[src/rtl/dhvajanka_div_ctrl_16bit.sv]
// Sequencing controller for the 16-bit Dhvajanka divider: operand handshake, divisor
// analysis window, 16-step restoring division and result handshake.
//
//   state   | meaning
//   --------+---------------------------------------------------------------
//   IDLE    | in_ready high, waiting for an operand pair
//   ANALYZE | divisor driven to the analyzer; classification and fast path
//   DIVIDE  | one quotient bit per cycle, cnt 0..15
//   DONE    | out_valid high, results held until out_ready
module dhvajanka_div_ctrl_16bit (
    input  logic        clk,
    input  logic        rst_n,
    input  logic        in_valid,
    output logic        in_ready,
    input  logic [15:0] dividend,
    input  logic [15:0] divisor,
    output logic [15:0] ana_divisor,
    input  logic        ana_is_near,
    output logic        out_valid,
    input  logic        out_ready,
    output logic [15:0] quotient,
    output logic [15:0] remainder,
    output logic        div_by_zero,
    output logic        near_power10,
    output logic        busy
);

    typedef enum logic [1:0] {IDLE, ANALYZE, DIVIDE, DONE} state_t;

    state_t      state, state_nxt;
    logic [15:0] quot_r, div_r, rem_r;
    logic [3:0]  cnt;
    logic [16:0] trial, trial_diff;
    logic        trial_ge;
    logic [15:0] rem_step, quot_step;
    logic        ana_exit;

    assign ana_divisor = div_r;
    assign busy        = (state != IDLE);
    // The analyzer path is external; its result is sampled on the second ANALYZE edge
    // so the freshly latched divisor has a full cycle to settle through it.
    assign ana_exit    = (cnt == 4'd1);

    always_comb begin
        trial      = {rem_r, quot_r[15]};
        trial_diff = trial - {1'b0, div_r};
        trial_ge   = (trial >= {1'b0, div_r});
        rem_step   = trial_ge ? trial_diff[15:0] : trial[15:0];
        quot_step  = {quot_r[14:0], trial_ge};
    end

    always_ff @(posedge clk or negedge rst_n) begin
        if (!rst_n) state <= IDLE;
        else        state <= state_nxt;
    end

    always_comb begin
        state_nxt = state;
        in_ready  = 1'b0;
        out_valid = 1'b0;
        case (state)
            IDLE: begin
                in_ready = 1'b1;
                if (in_valid) state_nxt = ANALYZE;
            end
            ANALYZE: begin
                if (ana_exit) begin
                    if (div_r == 16'd0 || quot_r < div_r) state_nxt = DONE;
                    else                                  state_nxt = DIVIDE;
                end
            end
            DIVIDE: begin
                if (cnt == 4'd15) state_nxt = DONE;
            end
            DONE: begin
                out_valid = 1'b1;
                if (out_ready) state_nxt = IDLE;
            end
            default: state_nxt = IDLE;
        endcase
    end

    always_ff @(posedge clk or negedge rst_n) begin
        if (!rst_n) begin
            quot_r       <= '0;
            div_r        <= '0;
            rem_r        <= '0;
            cnt          <= '0;
            quotient     <= '0;
            remainder    <= '0;
            div_by_zero  <= 1'b0;
            near_power10 <= 1'b0;
        end else begin
            case (state)
                IDLE: begin
                    if (in_valid) begin
                        quot_r <= dividend;
                        div_r  <= divisor;
                        cnt    <= '0;
                    end
                end
                ANALYZE: begin
                    if (!ana_exit) begin
                        cnt <= 4'd1;
                    end else begin
                        near_power10 <= ana_is_near;
                        cnt          <= '0;
                        if (div_r == 16'd0) begin
                            quotient    <= 16'hFFFF;
                            remainder   <= quot_r;
                            div_by_zero <= 1'b1;
                        end else if (quot_r < div_r) begin
                            quotient  <= '0;
                            remainder <= quot_r;
                        end else begin
                            rem_r <= '0;
                        end
                    end
                end
                DIVIDE: begin
                    rem_r  <= rem_step;
                    quot_r <= quot_step;
                    cnt    <= cnt + 4'd1;
                    if (cnt == 4'd15) begin
                        quotient  <= quot_step;
                        remainder <= rem_step;
                    end
                end
                DONE: begin
                    if (out_ready) div_by_zero <= 1'b0;
                end
                default: ;
            endcase
        end
    end

endmodule

[config.mk]
export PLATFORM = sky130hd
export DESIGN_NAME = dhvajanka_div_ctrl_16bit
export DESIGN_NICKNAME = d
export VERILOG_FILES = /design/src/rtl/dhvajanka_div_ctrl_16bit.sv
export SDC_FILE = /design/constraint.sdc
export NUM_CORES = 1
export LEC_CHECK = 0
export ABC_AREA = 1
export CAP_MARGIN = 15
export CORE_MARGIN = 5
export CORE_UTILIZATION = 59
export CTS_CLUSTER_SIZE = 8
export DETAILED_ROUTE_END_ITERATION = 8
export PLACE_DENSITY = 0.87
export RECOVER_POWER = 50
export SLEW_MARGIN = 40
export SYNTH_ARGS = -nofsm -noshare
export SYNTH_HDL_FRONTEND = slang
export SYNTH_SLANG_ARGS = --single-unit
[constraint.sdc]
create_clock -name clk -period 4.7 [get_ports clk]
set_input_delay 0.94 -clock clk [delete_from_list [all_inputs] [get_ports clk]]
set_output_delay 0.94 -clock clk [all_outputs]
set_load 0.01 [all_outputs]
==> out/summary.md <==
The flow ran to the end, but the final reports show violations. The checks that failed: max-capacitance violations, max-slew violations. Share of final-layout standard cells stronger than drive strength 1: 5.35%. The number of buffers created by CTS was 9; the part of the total power dissipated in sequential elements was 28.3%.

The internal power of the cells is 2.38 mW, and the register area share after synthesis is 38.9%. The DRC violations left came out at 0. The tools report the master cell of the clock root buffer as clkbuf_8. The run gives 5465 as the count of vias placed by the detailed router. The run gives 779 as the number of instances in the synthesized netlist. The clock slew at the register clock pins of the worst setup and hold paths was 0.10 ns. The slowest library cell on the worst path is nand2_1. The setup check on the worst reg-to-reg path leaves a slack of 1.84 ns. In this run the cell area of the synthesized design comes to 5660 µm². After layout, the minimum clock period comes to 2.89 ns. STA classifies the critical path startpoint as a primary input.

Diode insertion count for antenna repair: 0. Number of hold buffers added after cts: 0. Yosys attributes the largest share of cell area to dfrtp_1 39%, nand2_1 21%, ha_1 8.4%, inv_1 5.1%, nor2_1 3.8%. Type of element capturing the critical path: a flip-flop. The critical path class was in2reg. The part of the power in combinational logic was 57.1%; the maximum level of the CTS H-tree was 3. 90 I/O pins were placed. The logs give 25900 µm for the global-route wire length before repair and 0.490 ns for the worst-case hold slack. The tools report the count of maximum capacitance violations as 1. The number of nets handed over by synthesis was 855.

After synthesis, the netlist uses 41 different library cells. The floorplan core area came out at 9280 µm². Power spread over the standard cell area amounts to 665 nW/µm².

The layout overhead on the synthesized area was 20.5%. At the end of the flow, the number of nets in the layout was 931. The maximum number of pins on one net before global-route repair was 89. VDD sags by at most 358 µV. In this run switching power makes up 47.5% of total power. Buffers placed on the I/O ports in this run total 89. The run gives 7 as the number of iterations in the first detailed-routing pass. The delay of the slowest cell on the worst path was 0.76 ns; the initial antenna violation count was 0. The tree built by TritonCTS fans out to 88 sinks.

At the end of routability-driven placement, the weighted congestion stood at 0.972. The fmax came out at 0.346 GHz. For the via count of the first global-routing pass, the log shows 5405.

The count of nets left with antenna violations once routing finished came out at 0. The tools report the data required time of the critical path as 4.89 ns. The logs give 6820 µm² for the final standard cell area without fillers and 0 for the Yosys warning count. TritonCTS built the clock tree. Summed over all cells, the static leakage comes to 3.60 nW. Overall die area: 11600 µm².

The post-place instance area is 6570 µm², and the number of pins exceeding their max-slew limit in the final report is 89. The finished layout holds 989 standard cells, fillers aside. The die is 108 µm wide. Once detailed placement completed, the half-perimeter wirelength came to 11500 µm.

The share of the clock period used by the worst path after layout works out to 61.5%. The die height came out at 108 µm. The clock tree buffer depth is 2.

The effective utilization at floorplan came out at 60.9%. For the final routed database, the setup TNS stands at 0 ns. Traced cell by cell, the critical path runs through dlygate4sd3_1 > nand2_1 > o21ai_4 > nor2_1 > a31oi_1. Post-CTS repair changed the size of 0 cells.

In the global route stage, overall resource usage came out at 28.0%. Headroom to the max-slew limit came out at -44.9%. The critical-path maximum fanout was 32. For this design the total switching power over the nets is 2.15 mW.

Row generation in the floorplan step produced 35 rows. After the first detailed-routing iteration, the DRC count stood at 572. The number of setup buffers added after CTS is 0. The number of hold violations in the final report is 0, and the average size of a mapped cell is 7.26 µm².

The worst hold path belongs to the class reg2reg. For the worst-skew pair, the clock arrives at the later sink with an insertion delay of 0.36 ns. Final design utilization: 73.4%.

In the final routed layout, each cell accounts on average for 16.0 µm. Leaving out fill and tap cells, the most frequent cell in the layout is nand2_1. The total overflow left after global routing is 0. The synthesized design devotes to its leading area cell type 38.9% of total area. The critical path data arrival time came out at 3.08 ns. In the layout the commonest cells are 318 x nand2_1, 88 x dfrtp_1, 84 x clkdlybuf4s50_1. In this run, synthesis produced a sequential element count of 88.

After detailed placement, the design holds a cell count of 973. The largest total area in the synthesized netlist belongs to dfrtp_1. Setup repair after global routing left no endpoint under its margin. For this block, the routed nets add up to 15800 µm of wire.

At the pin with the least slew margin, the transition time is 2.17 ns. The run gives 0.0176 ns as the final worst clock skew. Dividing the detail-routed via count by the number of cells gives 5.53. Setup violations remaining at the end of the flow were counted as 0. The clock share of power is 14.6%.
flip-flops by register name, summed over array words and instances (netlist names):
| register | cells |
|---|---|
| div_by_zero | 1 |
| cnt | 4 |
| near_power10 | 1 |
| state | 2 |
| rem_r | 16 |
| quot_r | 16 |
| ana_divisor | 16 |
| quotient | 16 |
| remainder | 16 |
final timing paths:
| check | endpoint | cells after the start | startpoint |
|---|---|---|---|
| worst max-delay path | quot_r[13]$_DFFE_PN0P_ | 5 | in_valid |
| worst min-delay path | remainder[5]$_DFFE_PN0P_ | 2 | remainder[5]$_DFFE_PN0P_ |
| worst max register to register | quotient[12]$_DFFE_PN0P_ | 13 | ana_divisor[5]$_DFFE_PN0P_ |
| worst min register to register | remainder[5]$_DFFE_PN0P_ | 2 | remainder[5]$_DFFE_PN0P_ |
| max in group asynchronous | quotient[10]$_DFFE_PN0P_ | 1 | rst_n |
| min in group asynchronous | quotient[14]$_DFFE_PN0P_ | 1 | rst_n |
routing by layer:
metal  up-vias  global-route usage [%]  share of wire (%)
met5         -                       0                  0
met4         0                    11.4                3.2
met3        36                    4.02                6.7
met2       248                    47.1                 49
met1      2557                    36.3                 41
li1       2624                       -                  -
synth_stat cells (all sizes together):
library cell  number
o21a               1
buf               16
nand3b            15
a31oi             18
dlygate4sd1        1
nand3             40
nand4              9
clkinv             2
xor2               1
ha                38
nand2            325
o211ai             1
nor2              60
a21oi             34
clkbuf             9
mux2               2
inv               78
dfrtp             88
nor3               4
a211oi             1
o31ai              1
fa                 1
xnor2              6
o21ai             26
and2               2
layout make-up:
| type | count | area, µm² |
|---|---|---|
| multi-input combinational | 585 | 3000 |
| timing repair buffer | 91 | 901 |
| clock buffer | 9 | 124 |
| clock inverter | 7 | 124 |
| sequential | 88 | 2200 |
| tap | 129 | 161 |
| fill | 734 | 2470 |
| inverter | 80 | 302 |
metrics by stage:
step                      power (mW)  setup WS [ns]
after floorplan                 2.97           2.78
after global placement          3.70           1.66
after detailed placement        3.82           1.94
after CTS                       4.50           1.87
after global routing            4.89           1.58
final                           4.53           1.81
power groups by stage:
stage / logic [mW] / clock network, mW / registers (mW)
after floorplan: 1.66 / 0 / 1.31
after global placement: 2.43 / 0 / 1.27
after detailed placement: 2.54 / 0 / 1.28
after CTS: 2.56 / 0.666 / 1.27
after global routing: 2.87 / 0.703 / 1.31
final: 2.59 / 0.662 / 1.28
worst max-delay path, delay by kind of cell:
kind / cells / cell delay [ns]
simple gates: 2 / 1.04
compound gates: 2 / 0.52
buf+inv: 1 / 0.57
cells by family after synthesis:
kind of cell               Yosys count  synth area share, %
and+or+nand+nor                    455                 34.4
adders and majority gates           39                 8.76
xor gates and xnor gates             7                 1.08
muxes                                2                0.398
DFF                                 88                 38.9
buffers and inverters              106                 8.32
AOI/OAI and AO/OA                   82                 8.10
Note: power is estimated with default switching activity, not from simulation.
